File: src/rtl/regfile_pkg.sv
// regfile_pkg: shared widths, write-port record and ring-index helper for the regfile and its writeback arbiter
//   DATA_W    default data width of the register file
//   ADDR_W    default register address width
//   ZERO_ADDR address of the hard-wired zero register
//   wport_t   one regfile write port {addr, data, active-low we_}
//   rr_wrap   (base + off) mod n, used to walk round-robin priority order
package regfile_pkg;
  localparam int DATA_W = 32;
  localparam int ADDR_W = 5;
  localparam logic [ADDR_W-1:0] ZERO_ADDR = '0;
  typedef struct packed {
    logic [ADDR_W-1:0] addr;
    logic [DATA_W-1:0] data;
    logic              we_;
  } wport_t;
  function automatic int rr_wrap(input int base, input int off, input int n);
    return (base + off) % n;
  endfunction
endpackage

File: src/rtl/rr_port_alloc.sv
// rr_port_alloc: combinational write-port allocator over a priority-rotated request vector
//   valid_i  rotated request valid, bit 0 is highest priority
//   addr_i   rotated destination addresses, entry k at [k*ADDR +: ADDR]
//   grant_o  rotated grant vector (includes absorbed zero-register writes)
//   sel_o    per-port rotated requester index, port p at [p*RRW +: RRW]
//   en_o     per-port enable; ports fill 0,1,2,... in priority order
module rr_port_alloc
  import regfile_pkg::*;
#(
  parameter int REQ      = 6,
  parameter int WRITE    = 4,
  parameter int ADDR     = ADDR_W,
  parameter int ZERO_REG = 1,
  parameter int RRW      = $clog2(REQ)
) (
  input  logic [REQ-1:0]       valid_i,
  input  logic [ADDR*REQ-1:0]  addr_i,
  output logic [REQ-1:0]       grant_o,
  output logic [WRITE*RRW-1:0] sel_o,
  output logic [WRITE-1:0]     en_o
);
  localparam int UW = $clog2(WRITE + 1);

  logic [UW-1:0] used;
  logic          clash;
  logic          is_zero;

  always_comb begin
    grant_o = '0;
    sel_o   = '0;
    en_o    = '0;
    used    = '0;
    clash   = 1'b0;
    is_zero = 1'b0;
    for (int k = 0; k < REQ; k++) begin
      // a lower-priority writer to an address already granted this cycle must wait,
      // so the regfile never sees two ports hitting the same register
      clash = 1'b0;
      for (int j = 0; j < k; j++)
        clash = clash | (grant_o[j] && addr_i[j*ADDR +: ADDR] == addr_i[k*ADDR +: ADDR]);
      is_zero = (ZERO_REG != 0) && (addr_i[k*ADDR +: ADDR] == ADDR'(ZERO_ADDR));
      if (valid_i[k]) begin
        if (is_zero) begin
          grant_o[k] = 1'b1;
        end else if (used < UW'(WRITE) && !clash) begin
          grant_o[k] = 1'b1;
          for (int p = 0; p < WRITE; p++)
            if (used == UW'(p)) begin
              sel_o[p*RRW +: RRW] = RRW'(k);
              en_o[p]             = 1'b1;
            end
          used = used + UW'(1);
        end
      end
    end
  end
endmodule

File: src/rtl/regfile_wb_arbiter.sv
// regfile_wb_arbiter: round-robin sharing of the regfile write ports among writeback requesters
//   clk, reset      clock and asynchronous active-low reset
//   stall           blocks every grant this cycle
//   req_valid/addr/data  per-requester write requests (packed, requester i at slice i)
//   req_ready       combinational grant, transfer when req_valid & req_ready
//   waddr/wdata/we_ registered regfile write ports, we_ active-low
//   conflict_cnt    saturating count of cycles leaving a valid request ungranted
module regfile_wb_arbiter
  import regfile_pkg::*;
#(
  parameter int DATA     = DATA_W,
  parameter int ADDR     = ADDR_W,
  parameter int REQ      = 6,
  parameter int WRITE    = 4,
  parameter int ZERO_REG = 1
) (
  input  logic                  clk,
  input  logic                  reset,
  input  logic                  stall,
  input  logic [REQ-1:0]        req_valid,
  input  logic [ADDR*REQ-1:0]   req_addr,
  input  logic [DATA*REQ-1:0]   req_data,
  output logic [REQ-1:0]        req_ready,
  output logic [ADDR*WRITE-1:0] waddr,
  output logic [DATA*WRITE-1:0] wdata,
  output logic [WRITE-1:0]      we_,
  output logic [15:0]           conflict_cnt
);
  localparam int RRW = $clog2(REQ);

  logic [RRW-1:0]        rr_q, rr_d;
  logic [ADDR*WRITE-1:0] waddr_q, waddr_d;
  logic [DATA*WRITE-1:0] wdata_q, wdata_d;
  logic [WRITE-1:0]      we_q, we_d;
  logic [15:0]           cnt_q, cnt_d;

  logic [REQ-1:0]        rot_valid;
  logic [ADDR*REQ-1:0]   rot_addr;
  logic [REQ-1:0]        grant_rot;
  logic [WRITE*RRW-1:0]  port_sel;
  logic [WRITE-1:0]      port_en;

  // rotate requests so the allocator always sees rr_q as index 0
  always_comb begin
    rot_valid = '0;
    rot_addr  = '0;
    for (int k = 0; k < REQ; k++) begin
      rot_valid[k]              = req_valid[rr_wrap(int'(rr_q), k, REQ)];
      rot_addr[k*ADDR +: ADDR]  = req_addr[rr_wrap(int'(rr_q), k, REQ)*ADDR +: ADDR];
    end
  end

  rr_port_alloc #(
    .REQ      (REQ),
    .WRITE    (WRITE),
    .ADDR     (ADDR),
    .ZERO_REG (ZERO_REG),
    .RRW      (RRW)
  ) u_alloc (
    .valid_i (rot_valid),
    .addr_i  (rot_addr),
    .grant_o (grant_rot),
    .sel_o   (port_sel),
    .en_o    (port_en)
  );

  // un-rotate grants; reset is folded in so nothing transfers while it is held
  always_comb begin
    req_ready = '0;
    for (int k = 0; k < REQ; k++)
      req_ready[rr_wrap(int'(rr_q), k, REQ)] = grant_rot[k] & ~stall & reset;
  end

  // the last granted entry in priority order is the lowest-priority winner
  always_comb begin
    rr_d = rr_q;
    for (int k = 0; k < REQ; k++)
      if (grant_rot[k] && !stall) rr_d = RRW'(rr_wrap(int'(rr_q), k + 1, REQ));
  end

  // idle ports keep their last address/data and only drop we_
  always_comb begin
    int src;
    src     = 0;
    waddr_d = waddr_q;
    wdata_d = wdata_q;
    we_d    = '1;
    for (int p = 0; p < WRITE; p++)
      if (port_en[p] && !stall) begin
        src                      = rr_wrap(int'(rr_q), int'(port_sel[p*RRW +: RRW]), REQ);
        waddr_d[p*ADDR +: ADDR]  = req_addr[src*ADDR +: ADDR];
        wdata_d[p*DATA +: DATA]  = req_data[src*DATA +: DATA];
        we_d[p]                  = 1'b0;
      end
  end

  assign cnt_d = (!stall && |(req_valid & ~req_ready) && cnt_q != 16'hFFFF) ? cnt_q + 16'd1 : cnt_q;

  always_ff @(posedge clk or negedge reset) begin
    if (!reset) begin
      rr_q    <= '0;
      waddr_q <= '0;
      wdata_q <= '0;
      we_q    <= '1;
      cnt_q   <= '0;
    end else begin
      rr_q    <= rr_d;
      waddr_q <= waddr_d;
      wdata_q <= wdata_d;
      we_q    <= we_d;
      cnt_q   <= cnt_d;
    end
  end

  assign waddr        = waddr_q;
  assign wdata        = wdata_q;
  assign we_          = we_q;
  assign conflict_cnt = cnt_q;
endmodule
File: config.mk
export PLATFORM = sky130hd
export DESIGN_NAME = regfile_wb_arbiter
export DESIGN_NICKNAME = d
export VERILOG_FILES = /design/src/rtl/regfile_pkg.sv /design/src/rtl/rr_port_alloc.sv /design/src/rtl/regfile_wb_arbiter.sv
export SDC_FILE = /design/constraint.sdc
export NUM_CORES = 1
export LEC_CHECK = 0
export ABC_AREA = 1
export CAP_MARGIN = 20
export CELL_PAD_IN_SITES_DETAIL_PLACEMENT = 1
export CELL_PAD_IN_SITES_GLOBAL_PLACEMENT = 2
export CORE_MARGIN = 2
export CORE_UTILIZATION = 32
export CTS_BUF_LIST = sky130_fd_sc_hd__clkbuf_8
export DETAILED_ROUTE_END_ITERATION = 16
export PLACE_DENSITY_LB_ADDON = 0.1
export SYNTH_ARGS = -nofsm -noshare
export SYNTH_HDL_FRONTEND = slang
export SYNTH_SLANG_ARGS = --single-unit
File: constraint.sdc
create_clock -name clk -period 21.6 [get_ports clk]
set_clock_uncertainty 0.05 [all_clocks]
set_input_delay 6.48 -clock clk [delete_from_list [all_inputs] [get_ports clk]]
set_output_delay 6.48 -clock clk [all_outputs]
set_load 0.02 [all_outputs]
==> results.cfg <==
[worst_hold_path]
hp-start = wdata[39]
hold_end = wdata[39]
worstHoldPathCells = 2
min_path_type = flop to flop

[floorplan]
rows = 111
core_area_um2 = 91200
io_pins = 405
die_w_um = 307
die_area_um2 = 94000
die_h_um = 307
floorplan.initialDensity_pct = 32.1

[critical_path]
crit_type = input port to primary output
worstPathRequired_ns = 15.07
crit_buf_inv = 9
critical_path_arrival_ns = 13.41
reg2reg_depth = 69
cp.depth = 35
crit_fanout = 7
crit_path_end_kind = primary output
slowest_delay_ns = 0.65
critPathLaunchType = input port
reg2reg_from = rr_q[1]
r2r_slack_ns = 6.15
r2r-end = waddr[3]
slowest_stage = o21ai_0
cp_top_family = buffers and inverters

[clock_network]
clk_latency_ns = 0.61
clk_path_buf_depth = 2
cts_sinks = 171
cts_tree = built
path_clk_slew_ns = 0.10
cts_root_buf = clkbuf_8
numCtsBuffers = 17
cts_setup_buffers = 0
ctsResizeCount = 0
postCtsHoldBufs = 0
htree_levels = 4

[place]
gp_congestion = 0.930
port_buffers = 404
dp_hpwl_um = 125000

[sta]
relSlewSlack_pct = 24.0
tns_ns = 0
fmax_mhz = 50.1
finalMaxSlewViolations = 0
worst_slew_pin_slew_ns = 1.14
rsz0062_at_grt = no
min_period_ns = 19.94
hold_viol_final = 0
post-route-period-util_pct = 92.3
finalSetupViolations = 0

[final_layout]
fill_cells = 12300
fin_nets = 5654
drive_gt1_share_pct = 6.08
area_growth_pct = 17.1

[synthesis]
post_synth_inst_count = 5144
ys_ff_latch = 171
syn-cell-area_um2 = 29300
yosysWarnings = 0
syn-num-nets = 5517
synth-edff-count = 0
synth-seq-area-share_pct = 14.6
synth_area_per_cell_um2 = 5.70
synthArstFlopShare_pct = 100
synth_ff_type = dfrtp_1
synth.distinct_cells = 72

[detailed_routing]
drc = 0
wl_met1_um = 71100
vias = 37900
vias_per_cell = 5.84
wl_met3_um = 11200
postRouteAntennaNets = 0
drt-total-wl_um = 168000
route.met2.wl_um = 78500
drt_iter0_drc = 3107
wl_per_cell_um = 25.9
drt_first_pass_iters = 6
dr.max_layer_used = met5

[global_route]
antenna_found_initial = 26
grt_overflow = 0
grt_pass1_wl_um = 249000
grt.total_usage_pct = 34.9
grt_start_max_net_pins = 85
grt_pass1_vias = 37600

[outcome]
status = finished, final reports clean

[job]
maxCapViolations = 0
-- registers in the layout (all words and copies together) (netlist names) --
name and cells:
wdata 128, rr_q 3, waddr 20, we_ 4, conflict_cnt 16
-- cells in the mapped netlist (4+ instances only) --
| cell type | count | area share (%) |
|---|---|---|
| nand2_1 | 1367 | 18 |
| nor2_1 | 671 | 8.6 |
| o21ai_0 | 650 | 11 |
| nand3_1 | 386 | 6.6 |
| inv_1 | 384 | 4.9 |
| clkbuf_1 | 250 | 3.2 |
| a21oi_1 | 172 | 2.9 |
| dfrtp_1 | 167 | 14 |
| o211ai_1 | 141 | 3.6 |
| ha_1 | 129 | 5.5 |
| a32oi_1 | 106 | 3.2 |
| o21ai_1 | 86 | 1.5 |
| xor2_1 | 56 | 1.7 |
| buf_2 | 53 | 0.90 |
| nand4_1 | 52 | 1.1 |
| o31ai_2 | 45 | 1.9 |
| nor3_1 | 39 | 0.67 |
| nand2_2 | 31 | 0.66 |
| or2_2 | 31 | 0.66 |
| inv_2 | 27 | 0.35 |
| a31oi_1 | 26 | 0.55 |
| buf_6 | 21 | 0.81 |
| xnor2_1 | 19 | 0.57 |
| o31ai_1 | 17 | 0.44 |
| nand3_2 | 16 | 0.55 |
| buf_4 | 15 | 0.38 |
| clkinv_1 | 13 | 0.17 |
| fa_1 | 13 | 0.89 |
| o22ai_1 | 13 | 0.28 |
| a211oi_1 | 12 | 0.31 |
| mux2i_1 | 11 | 0.38 |
| buf_1 | 10 | 0.13 |
| nand2_4 | 10 | 0.38 |
| nor4_1 | 10 | 0.21 |
| o311ai_0 | 10 | 0.30 |
| nor2_2 | 9 | 0.19 |
| a221oi_1 | 6 | 0.18 |
| o21ai_2 | 6 | 0.18 |
| a32o_1 | 5 | 0.17 |
| o221ai_1 | 5 | 0.15 |
| a21o_1 | 4 | 0.10 |
| dfstp_2 | 4 | 0.36 |
-- cells by family after synthesis --
group | synth area share, %
compound gates | 27.7
mux | 0.376
xor+xnor | 2.41
flops | 14.6
fa+ha+maj | 6.39
buf+inv | 10.9
simple gates | 37.6
-- layout by cell type (no fill, tap or decap), types with 16 or more instances in the layout --
cell / instances
a21oi_1: 172
nand2_2: 34
xor2_1: 54
clkdlybuf4s50_1: 403
nand3_1: 386
nor2_1: 667
o31ai_1: 17
o31ai_2: 45
nor3_1: 39
a32oi_1: 106
nand4_1: 52
xnor2_1: 19
a31oi_1: 26
clkbuf_8: 18
nand3_2: 16
o211ai_1: 141
ha_1: 125
o21ai_1: 83
dfrtp_1: 166
buf_4: 62
o21ai_0: 649
inv_1: 380
nand2_1: 1363
inv_2: 32
or2_2: 31
-- worst min-delay path: stages, from the launching register on --
cell and delay (ns):
dfrtp_1 0.36, nand2_1 0.05, nand2_1 0.05
-- per-layer routing --
metal	track usage, %	vias to the layer above
met4	14.4	30
met1	43.9	18600
li1	-	17600
met2	58.1	1380
met5	0	-
met3	6.75	312
-- through the flow --
stage,utilization [%],setup WS [ns],area [µm²],instances,hold WS [ns]
4_1_cts,37.6,1.64,34300,6479,0.436
2_1_floorplan,-,4.13,29300,5144,0.528
3_3_place_gp,37.1,1.87,33900,6447,0.404
3_5_place_dp,37.1,1.66,33900,6447,0.411
6_report,37.6,1.66,34300,6492,0.431
5_1_grt,37.6,1.06,34300,6490,0.469
-- cell type report --
cell class | instances | area (µm²) | share of cell area (%)
timing repair buffer | 467 | 4540 | 13.2
multi-input combinational | 4199 | 22000 | 64.0
clock inverter | 14 | 154 | 0.448
tap | 1186 | 1480 | 4.32
clock buffer | 18 | 248 | 0.721
antenna | 12 | 30.0 | 0.0875
inverter | 425 | 1600 | 4.66
sequential | 171 | 4290 | 12.5
-- how the worst max path moves through the flow --
| stage | from | to | slack [ns] |
|---|---|---|---|
| floorplan | req_addr[9] | req_ready[0] | 4.13 |
| global placement | req_addr[6] | req_ready[0] | 1.87 |
| detailed placement | req_addr[0] | req_ready[0] | 1.66 |
| CTS | req_addr[0] | req_ready[0] | 1.64 |
| global route | req_addr[0] | req_ready[0] | 1.06 |
| finish | req_addr[6] | req_ready[0] | 1.66 |
Power is not shown: default switching activity piles up to over one toggle a cycle in this logic, so the estimate is an artifact.
